--- src/rtl/box5_window_filter_if.sv ---
// box5_window_filter_if: column-in / filtered-pixel-out stream bundle for box5_window_filter.
// With BOX5_CENTER_BYPASS_EN defined, a per-column bypass flag rides with the input column.
interface box5_window_filter_if #(
    parameter int pix_depth = 4
);
    logic                 s_tvalid;
    logic                 s_tready;
    logic [1:0]           s_tuser;
    logic [pix_depth-1:0] in_d0;
    logic [pix_depth-1:0] in_d1;
    logic [pix_depth-1:0] in_d2;
    logic [pix_depth-1:0] in_d3;
    logic [pix_depth-1:0] in_d4;
`ifdef BOX5_CENTER_BYPASS_EN
    logic                 bypass;
`endif
    logic                 m_tvalid;
    logic                 m_tready;
    logic [pix_depth-1:0] m_tdata;
    logic [1:0]           m_tuser;

`ifdef BOX5_CENTER_BYPASS_EN
    modport master (
        output s_tvalid, s_tuser, in_d0, in_d1, in_d2, in_d3, in_d4, bypass, m_tready,
        input  s_tready, m_tvalid, m_tdata, m_tuser
    );
    modport slave (
        input  s_tvalid, s_tuser, in_d0, in_d1, in_d2, in_d3, in_d4, bypass, m_tready,
        output s_tready, m_tvalid, m_tdata, m_tuser
    );
`else
    modport master (
        output s_tvalid, s_tuser, in_d0, in_d1, in_d2, in_d3, in_d4, m_tready,
        input  s_tready, m_tvalid, m_tdata, m_tuser
    );
    modport slave (
        input  s_tvalid, s_tuser, in_d0, in_d1, in_d2, in_d3, in_d4, m_tready,
        output s_tready, m_tvalid, m_tdata, m_tuser
    );
`endif
endinterface

--- src/rtl/box5_window_filter.sv ---
// box5_window_filter: 5x5 box filter over a pre-padded column stream, emits floor(sum/25).
// Optional BOX5_CENTER_BYPASS_EN: per-column bypass outputs the window centre pixel instead.
module box5_window_filter #(
    parameter int pix_depth   = 4,
    parameter int frame_width = 10,
    parameter int filter_size = 5,
    parameter int add_cells   = (filter_size - 1) / 2
) (
    input logic                 clk,
    input logic                 resetn,
    box5_window_filter_if.slave bus
);
    localparam int LINE_W = frame_width + 2 * add_cells;
    localparam int COL_W  = $clog2(LINE_W);
    localparam int CS_W   = pix_depth + 3;
    localparam int WS_W   = pix_depth + 5;

    generate
        if (filter_size != 5) begin : g_size_check
            $error("box5_window_filter: filter_size must be 5");
        end
    endgenerate

    logic                 en;
    logic                 accept;
    logic                 line_end;
    logic                 win_full;
    logic                 pend_next;
    logic                 pending_sof;
    logic [COL_W-1:0]     col;
    logic [COL_W-1:0]     col_eff;
    logic [CS_W-1:0]      cs;
    logic [WS_W-1:0]      ws;
    logic [pix_depth-1:0] q_next;

    logic [4:0][CS_W-1:0] cs_win;
    logic                 s1_valid;
    logic [1:0]           s1_user;
    logic [WS_W-1:0]      ws_r;
    logic                 s2_valid;
    logic [1:0]           s2_user;
    logic [pix_depth-1:0] q_r;
    logic                 s3_valid;
    logic [1:0]           s3_user;
    logic [pix_depth-1:0] m_data_r;
    logic                 m_valid_r;
    logic [1:0]           m_user_r;

`ifdef BOX5_CENTER_BYPASS_EN
    logic [2:0][pix_depth-1:0] ctr_win;
    logic                      s1_byp;
    logic                      s2_byp;
    logic [pix_depth-1:0]      s2_ctr;
`endif

    always_comb begin
        en        = !m_valid_r | bus.m_tready;
        accept    = bus.s_tvalid & en;
        cs        = CS_W'(bus.in_d0) + CS_W'(bus.in_d1) + CS_W'(bus.in_d2)
                  + CS_W'(bus.in_d3) + CS_W'(bus.in_d4);
        // An SOF column always starts a fresh line at col 0, even mid-line.
        col_eff   = bus.s_tuser[0] ? '0 : col;
        line_end  = bus.s_tuser[1] | (col_eff == COL_W'(LINE_W - 1));
        win_full  = col_eff >= COL_W'(filter_size - 1);
        pend_next = pending_sof | bus.s_tuser[0];
        ws        = WS_W'(cs_win[0]) + WS_W'(cs_win[1]) + WS_W'(cs_win[2])
                  + WS_W'(cs_win[3]) + WS_W'(cs_win[4]);
`ifdef BOX5_CENTER_BYPASS_EN
        q_next    = s2_byp ? s2_ctr : pix_depth'(ws_r / WS_W'(25));
`else
        q_next    = pix_depth'(ws_r / WS_W'(25));
`endif
    end

    always_ff @(posedge clk) begin
        if (!resetn) begin
            col         <= '0;
            pending_sof <= 1'b0;
            cs_win      <= '0;
            s1_valid    <= 1'b0;
            s1_user     <= '0;
            ws_r        <= '0;
            s2_valid    <= 1'b0;
            s2_user     <= '0;
            q_r         <= '0;
            s3_valid    <= 1'b0;
            s3_user     <= '0;
            m_data_r    <= '0;
            m_valid_r   <= 1'b0;
            m_user_r    <= '0;
`ifdef BOX5_CENTER_BYPASS_EN
            ctr_win     <= '0;
            s1_byp      <= 1'b0;
            s2_byp      <= 1'b0;
            s2_ctr      <= '0;
`endif
        end else if (en) begin
            s1_valid <= 1'b0;
            s1_user  <= '0;
            if (accept) begin
                cs_win      <= {cs_win[3:0], cs};
                col         <= line_end ? '0 : col_eff + COL_W'(1);
                s1_valid    <= win_full;
                s1_user     <= {line_end & win_full, pend_next & win_full};
                pending_sof <= pend_next & !win_full;
`ifdef BOX5_CENTER_BYPASS_EN
                ctr_win     <= {ctr_win[1:0], bus.in_d2};
                s1_byp      <= bus.bypass;
`endif
            end

            ws_r      <= ws;
            s2_valid  <= s1_valid;
            s2_user   <= s1_user;
`ifdef BOX5_CENTER_BYPASS_EN
            s2_ctr    <= ctr_win[2];
            s2_byp    <= s1_byp;
`endif

            q_r       <= q_next;
            s3_valid  <= s2_valid;
            s3_user   <= s2_user;

            m_data_r  <= q_r;
            m_valid_r <= s3_valid;
            m_user_r  <= s3_user;
        end
    end

    assign bus.s_tready = en;
    assign bus.m_tvalid = m_valid_r;
    assign bus.m_tdata  = m_data_r;
    assign bus.m_tuser  = m_user_r;

endmodule

--- src/flat_wrapper.sv ---
// flat-port wrapper written by rule: the top's interface ports become plain ports
module box5_window_filter_flat 
#(
    parameter int pix_depth   = 4,
    parameter int frame_width = 10,
    parameter int filter_size = 5,
    parameter int add_cells   = (filter_size - 1) / 2
)
  (clk, resetn, bus_s_tvalid, bus_s_tuser, bus_in_d0, bus_in_d1, bus_in_d2, bus_in_d3, bus_in_d4, bus_m_tready, bus_s_tready, bus_m_tvalid, bus_m_tdata, bus_m_tuser);
  box5_window_filter_if #(.pix_depth(pix_depth)) bus_i ();
  input logic clk;
  input logic resetn;
  input wire logic [$bits(bus_i.s_tvalid)-1:0] bus_s_tvalid;
  input wire logic [$bits(bus_i.s_tuser)-1:0] bus_s_tuser;
  input wire logic [$bits(bus_i.in_d0)-1:0] bus_in_d0;
  input wire logic [$bits(bus_i.in_d1)-1:0] bus_in_d1;
  input wire logic [$bits(bus_i.in_d2)-1:0] bus_in_d2;
  input wire logic [$bits(bus_i.in_d3)-1:0] bus_in_d3;
  input wire logic [$bits(bus_i.in_d4)-1:0] bus_in_d4;
  input wire logic [$bits(bus_i.m_tready)-1:0] bus_m_tready;
  output wire logic [$bits(bus_i.s_tready)-1:0] bus_s_tready;
  output wire logic [$bits(bus_i.m_tvalid)-1:0] bus_m_tvalid;
  output wire logic [$bits(bus_i.m_tdata)-1:0] bus_m_tdata;
  output wire logic [$bits(bus_i.m_tuser)-1:0] bus_m_tuser;
  assign bus_i.s_tvalid = bus_s_tvalid;
  assign bus_i.s_tuser = bus_s_tuser;
  assign bus_i.in_d0 = bus_in_d0;
  assign bus_i.in_d1 = bus_in_d1;
  assign bus_i.in_d2 = bus_in_d2;
  assign bus_i.in_d3 = bus_in_d3;
  assign bus_i.in_d4 = bus_in_d4;
  assign bus_i.m_tready = bus_m_tready;
  assign bus_s_tready = bus_i.s_tready;
  assign bus_m_tvalid = bus_i.m_tvalid;
  assign bus_m_tdata = bus_i.m_tdata;
  assign bus_m_tuser = bus_i.m_tuser;
  box5_window_filter #(.pix_depth(pix_depth), .frame_width(frame_width), .filter_size(filter_size), .add_cells(add_cells)) u_core (.clk(clk), .resetn(resetn), .bus(bus_i));
endmodule
--- config.mk ---
export PLATFORM = sky130hd
export DESIGN_NAME = box5_window_filter_flat
export DESIGN_NICKNAME = d
export VERILOG_FILES = /design/src/rtl/box5_window_filter_if.sv /design/src/rtl/box5_window_filter.sv /design/src/flat_wrapper.sv
export SDC_FILE = /design/constraint.sdc
export NUM_CORES = 1
export LEC_CHECK = 0
export BUFFER_PORTS_ARGS = -buffer_cell sky130_fd_sc_hd__buf_2
export CAP_MARGIN = 10
export CORE_ASPECT_RATIO = 0.8
export CORE_MARGIN = 4
export CORE_UTILIZATION = 55
export DETAILED_ROUTE_END_ITERATION = 12
export PLACE_DENSITY = 0.76
export REMOVE_ABC_BUFFERS = 1
export SYNTH_ARGS = -nofsm -noshare
export SYNTH_HDL_FRONTEND = slang
export SYNTH_SLANG_ARGS = --single-unit
--- constraint.sdc ---
create_clock -name clk -period 3.72 [get_ports clk]
set_clock_uncertainty 0.1 [all_clocks]
set_input_delay 0.186 -clock clk [delete_from_list [all_inputs] [get_ports clk]]
set_output_delay 0.186 -clock clk [all_outputs]
set_load 0.02 [all_outputs]
Yosys cells after proc, flatten, opt, wreduce, memory -nomap -nowiden
Index checks and enable logic that the tools add are counted.

word-level totals
  register bits after elaboration = 69
  input bits = 26
  output and inout port bits = 8
  logic and storage cells = 44

cells by class
  add/subtract/negate cells = 9
  divide/modulo/power cells = 1
  magnitude comparators = 1
  equal/unequal tests = 1
  multiplexer cells = 4
  bitwise operators = 7
  reductions and logical operators = 3

operators with widths
  cell                 number
  $add 9x7->9          3
  $add 7x4->7          3
  $div 9x5->9 const B  1
  $add 7x7->8          1
  $mux 4               2
  $add 4x4->5          1
  $add 4x1->4 const B  1
  $and 1x1->1          4
  $eq 4x4->1 const B   1
  $ge 4x3->1 const B   1
  $or 1x1->1           3
  $logic_not 1->1      2
  $mux 2               1
  $reduce_and 2->1     1
  $mux 1               1

Logic depth before layout (Yosys ltp)
  word-level depth = 5
  mapped depth = 17
  mapped depth without buffers = 17

Least setup slack after synthesis
OpenSTA, ideal clock, no wires.

  path type = register to register
  start point = register u_core.cs_win[0] in the netlist's numbering
  end point = register u_core.ws_r[7]
  setup time = 0.115 ns
  arrival time = 3.443 ns
  required time = 3.505 ns
  path slack = 0.062 ns
  stages on the path, launching flop included = 18
  buffers on the path = 0
  period minus slack after synthesis = 3.658 ns
  cell sequence = dfxtp_1 -> ha_1 -> fa_1 -> a21oi_1 -> nor2_1 -> nor2_1 -> xnor2_1 -> fa_1 -> inv_1 -> fa_1 -> ha_1 -> o21ai_0 -> nand2b_1 -> a21o_1 -> a21oi_1 -> xor2_1 -> o21ai_0 -> and2_1

on the way
  cells in the longest elaborated chain, start to end = 4

RTL lines
  what                       line                       RTL
  start, declared            box5_window_filter.sv:36   logic [4:0][CS_W-1:0] cs_win;
  start signal, assigned     box5_window_filter.sv:101  cs_win <= {cs_win[3:0], cs};
  $add 7x7->8                box5_window_filter.sv:66   ws = WS_W'(cs_win[0]) + WS_W'(cs_win[1]) + WS_W'(cs_win[2])
  $add 9x7->9                box5_window_filter.sv:66
  $add 9x7->9 (2 in series)  box5_window_filter.sv:67   + WS_W'(cs_win[3]) + WS_W'(cs_win[4]);
  end signal, assigned       box5_window_filter.sv:112  ws_r <= ws;
  end, declared              box5_window_filter.sv:39   logic [WS_W-1:0] ws_r;

Every way passes these cells.
A chain may end at the register's enable or synchronous reset.

Worst setup path in the final report
Same ends and word-level chain as after synthesis.

==> impl_metrics.json <==
{
  "status": "finished with violations",
  "violations": "setup timing",
  "required_ns": 3.86,
  "dieWidth_um": 113,
  "cts_tree": "yes",
  "via_per_inst": 5.43,
  "antenna_cells": 0,
  "routedWlPerCell_um": 13.3,
  "synth_top_cell_by_area": "dfxtp_1",
  "syn_area_um2": 4830,
  "vias": 4080,
  "antenna_found_initial": 0,
  "p_seq_share_pct": 36.9,
  "clock_path_buffers": 2,
  "synth.distinct_cells": 63,
  "synth_commonest_cells": "118 x nand2_1, 69 x dfxtp_1, 67 x inv_1, 49 x a21boi_0, 30 x ha_1",
  "path_clk_slew_ns": 0.08,
  "fin_area_um2": 5490,
  "synthFlopType": "dfxtp_1",
  "cp_slowest_cell": "fa_2",
  "sw_frac_of_total_pct": 35.4,
  "drt_iter0_drc": 221,
  "cts.root.buffer_cell": "clkbuf_8",
  "slew_viol_final": 0,
  "start_util_pct": 56.7,
  "ys.warnings.count": 0,
  "cpPeakStageDelay_ns": 0.54,
  "areaGrowthSynthToFinish_pct": 13.6,
  "path_cells": "ha_4, fa_2, inv_2, fa_1, inv_1, fa_1, ha_2, inv_2, fa_2, nor2b_4, o21ai_2, nand2b_1, a21o_1, a21oi_2, xor2_1, o21ai_1, and2_1",
  "clockPowerShare_pct": 26.8,
  "powerDensity_nw_per_um2": 420,
  "fin_crit_ns": 3.89,
  "rsz0062_at_grt": "true",
  "grt_max_degree": 71,
  "slew_headroom_pct": 33.8,
  "syn-mean-instance-area_um2": 8.11,
  "grt_pass1_vias": 4052,
  "io_pins": 34,
  "pwr-share-comb_pct": 36.3,
  "min_from": "bus_s_tuser[1]",
  "syn_inst": 595,
  "power_switching_uw": 816,
  "htree_levels": 3,
  "first_pass_iters": 5,
  "finalHoldViolCount": 0,
  "dp_cells": 723,
  "finalCritPeriodShare_pct": 105,
  "grt_pass1_wl_um": 17900,
  "clk_latency_ns": 0.35,
  "path_class": "reg2reg",
  "cts_sinks": 69,
  "setup_violations": 4,
  "layout_setup_ws_ns": -0.175,
  "final_cell_count_no_fill": 752,
  "gr-total-overflow": 0,
  "drc": 0,
  "drive_gt1_share_pct": 17.5,
  "fin_nets": 715,
  "synth-seq-cells": 69,
  "ir_drop_uv": 327,
  "die-area_um2": 10300,
  "p_leak_uw": 0.00242,
  "async_flop_share_pct": 0,
  "seq_area_frac_synth_pct": 28.6,
  "die_h_um": 91.8,
  "critical_path_arrival_ns": 4.04,
  "synth_most_common_cell": "nand2_1",
  "dp_hpwl_um": 6920,
  "cts_buffers": 9,
  "rows": 30,
  "io_buffers": 33,
  "grt_use_total_pct": 20.5,
  "synth_area_leaders": "dfxtp_1 29%, fa_1 10%, nand2_1 9.2%",
  "max_freq_mhz": 257,
  "worstPathMaxFanout": 2,
  "cp_top_family": "adder cells",
  "critPathCaptureType": "flip-flop",
  "wirelength_um": 10000,
  "synth_top_area_share_pct": 28.6,
  "worstSetupStartpointType": "flip-flop",
  "ant_nets": 0,
  "post_cts_hold_buffer_count": 0,
  "setup.worst_path.start": "u_core.cs_win[0]",
  "gp_congestion": 0.853,
  "synth_edf_count": 0,
  "drv_cap": 0,
  "intPower_uw": 1490,
  "worstMarginPinSlew_ns": 0.993,
  "worst-path-buf-inv": 3,
  "core_um2": 8520,
  "place_area_um2": 5110,
  "hold_path_class": "in2reg",
  "worstReg2RegStart": "u_core.cs_win[0]"
}
-- flip-flops by register name, summed over array words and instances (netlist names), 2 cells and up --
register,cells
u_core.s2_user,2
u_core.ws_r,9
u_core.cs_win,35
u_core.bus.m_tdata,4
u_core.s3_user,2
u_core.q_r,4
u_core.s1_user,2
u_core.bus.m_tuser,2
u_core.col,4
-- what timing repair did --
item / CTS / global route
gates resized for setup: 25 / 5
pin swaps: 25 / 5
buffers inserted: 12 / 1
endpoints found under the setup margin: 4 / 6
-- path summary, 6_finish.rpt --
path                                               to  slack (ns)  depth (start not counted)
worst min-delay path                    u_core.col[3]        0.07                          3
worst min register to register  u_core.bus.m_tdata[0]        0.37                          2
worst max-delay path                   u_core.ws_r[7]       -0.17                         17
worst max register to register         u_core.ws_r[7]       -0.17                         17
-- per-layer routing --
layer	vias up	routed length, um	global-route usage (%)
li1	2058	-	-
met1	1934	4440	26.1
met2	80	5040	34.9
met3	8	459	4.55
met4	0	85	5.71
met5	-	0	0
-- worst register-to-register path, stage by stage (launching register included) --
cell      delay, ns
dfxtp_2        0.34
ha_4           0.16
fa_2           0.54
inv_2          0.04
fa_1           0.47
inv_1          0.05
fa_1           0.49
ha_2           0.19
inv_2          0.05
fa_2           0.42
nor2b_4        0.15
o21ai_2        0.06
nand2b_1       0.09
a21o_1         0.14
a21oi_2        0.06
xor2_1         0.19
o21ai_1        0.08
and2_1         0.16
-- power groups by stage --
stage / Combinational [uW] / Clock (uW) / Sequential (uW)
after floorplan: 571 / 0 / 874
after global placement: 762 / 0 / 862
after detailed placement: 800 / 0 / 865
after CTS: 823 / 632 / 850
after global routing: 954 / 669 / 863
final: 837 / 617 / 851
-- final cells by class --
| class | count | area (um2) |
|---|---|---|
| multi-input cells | 423 | 3100 |
| fillers | 684 | 3040 |
| flip-flops and latches | 69 | 1390 |
| repair buffers | 64 | 402 |
| inverters | 68 | 255 |
| well taps | 112 | 140 |
| clock buffers | 10 | 128 |
| clock inverters | 6 | 70.1 |
-- placed cells by master, fill, tap and decap left out, types with 15 or more instances in the layout --
| cell | count |
|---|---|
| nand2_1 | 118 |
| buf_4 | 30 |
| inv_1 | 64 |
| dfxtp_1 | 65 |
| fa_1 | 22 |
| ha_1 | 27 |
| a21boi_0 | 48 |
| buf_2 | 33 |
| a21oi_1 | 23 |
| o21ai_0 | 15 |
-- kinds of logic after synthesis --
kind of cell,count (synthesis),synth area share (%)
xor+xnor,16,2.90
fa+ha+maj,54,17.7
flops,69,28.6
buf+inv,103,8.63
compound gates,160,23.4
mux,2,0.415
simple gates,191,18.3
-- through the flow --
| step | worst slack, ns | setup TNS, ns | total power, uW | hold WS (ns) | util (%) |
|---|---|---|---|---|---|
| floorplan | -0.377 | -8.47 | 1450 | 0.204 | - |
| global placement | -0.0633 | -0.118 | 1620 | 0.349 | 60.0 |
| detailed placement | -0.282 | -0.576 | 1670 | 0.358 | 60.0 |
| CTS | -0.129 | -0.236 | 2310 | 0.0609 | 64.2 |
| global route | -0.304 | -1.26 | 2490 | 0.0650 | 64.4 |
| finish | -0.175 | -0.425 | 2310 | 0.0733 | 64.4 |
Power figures use the tool's default switching activity.
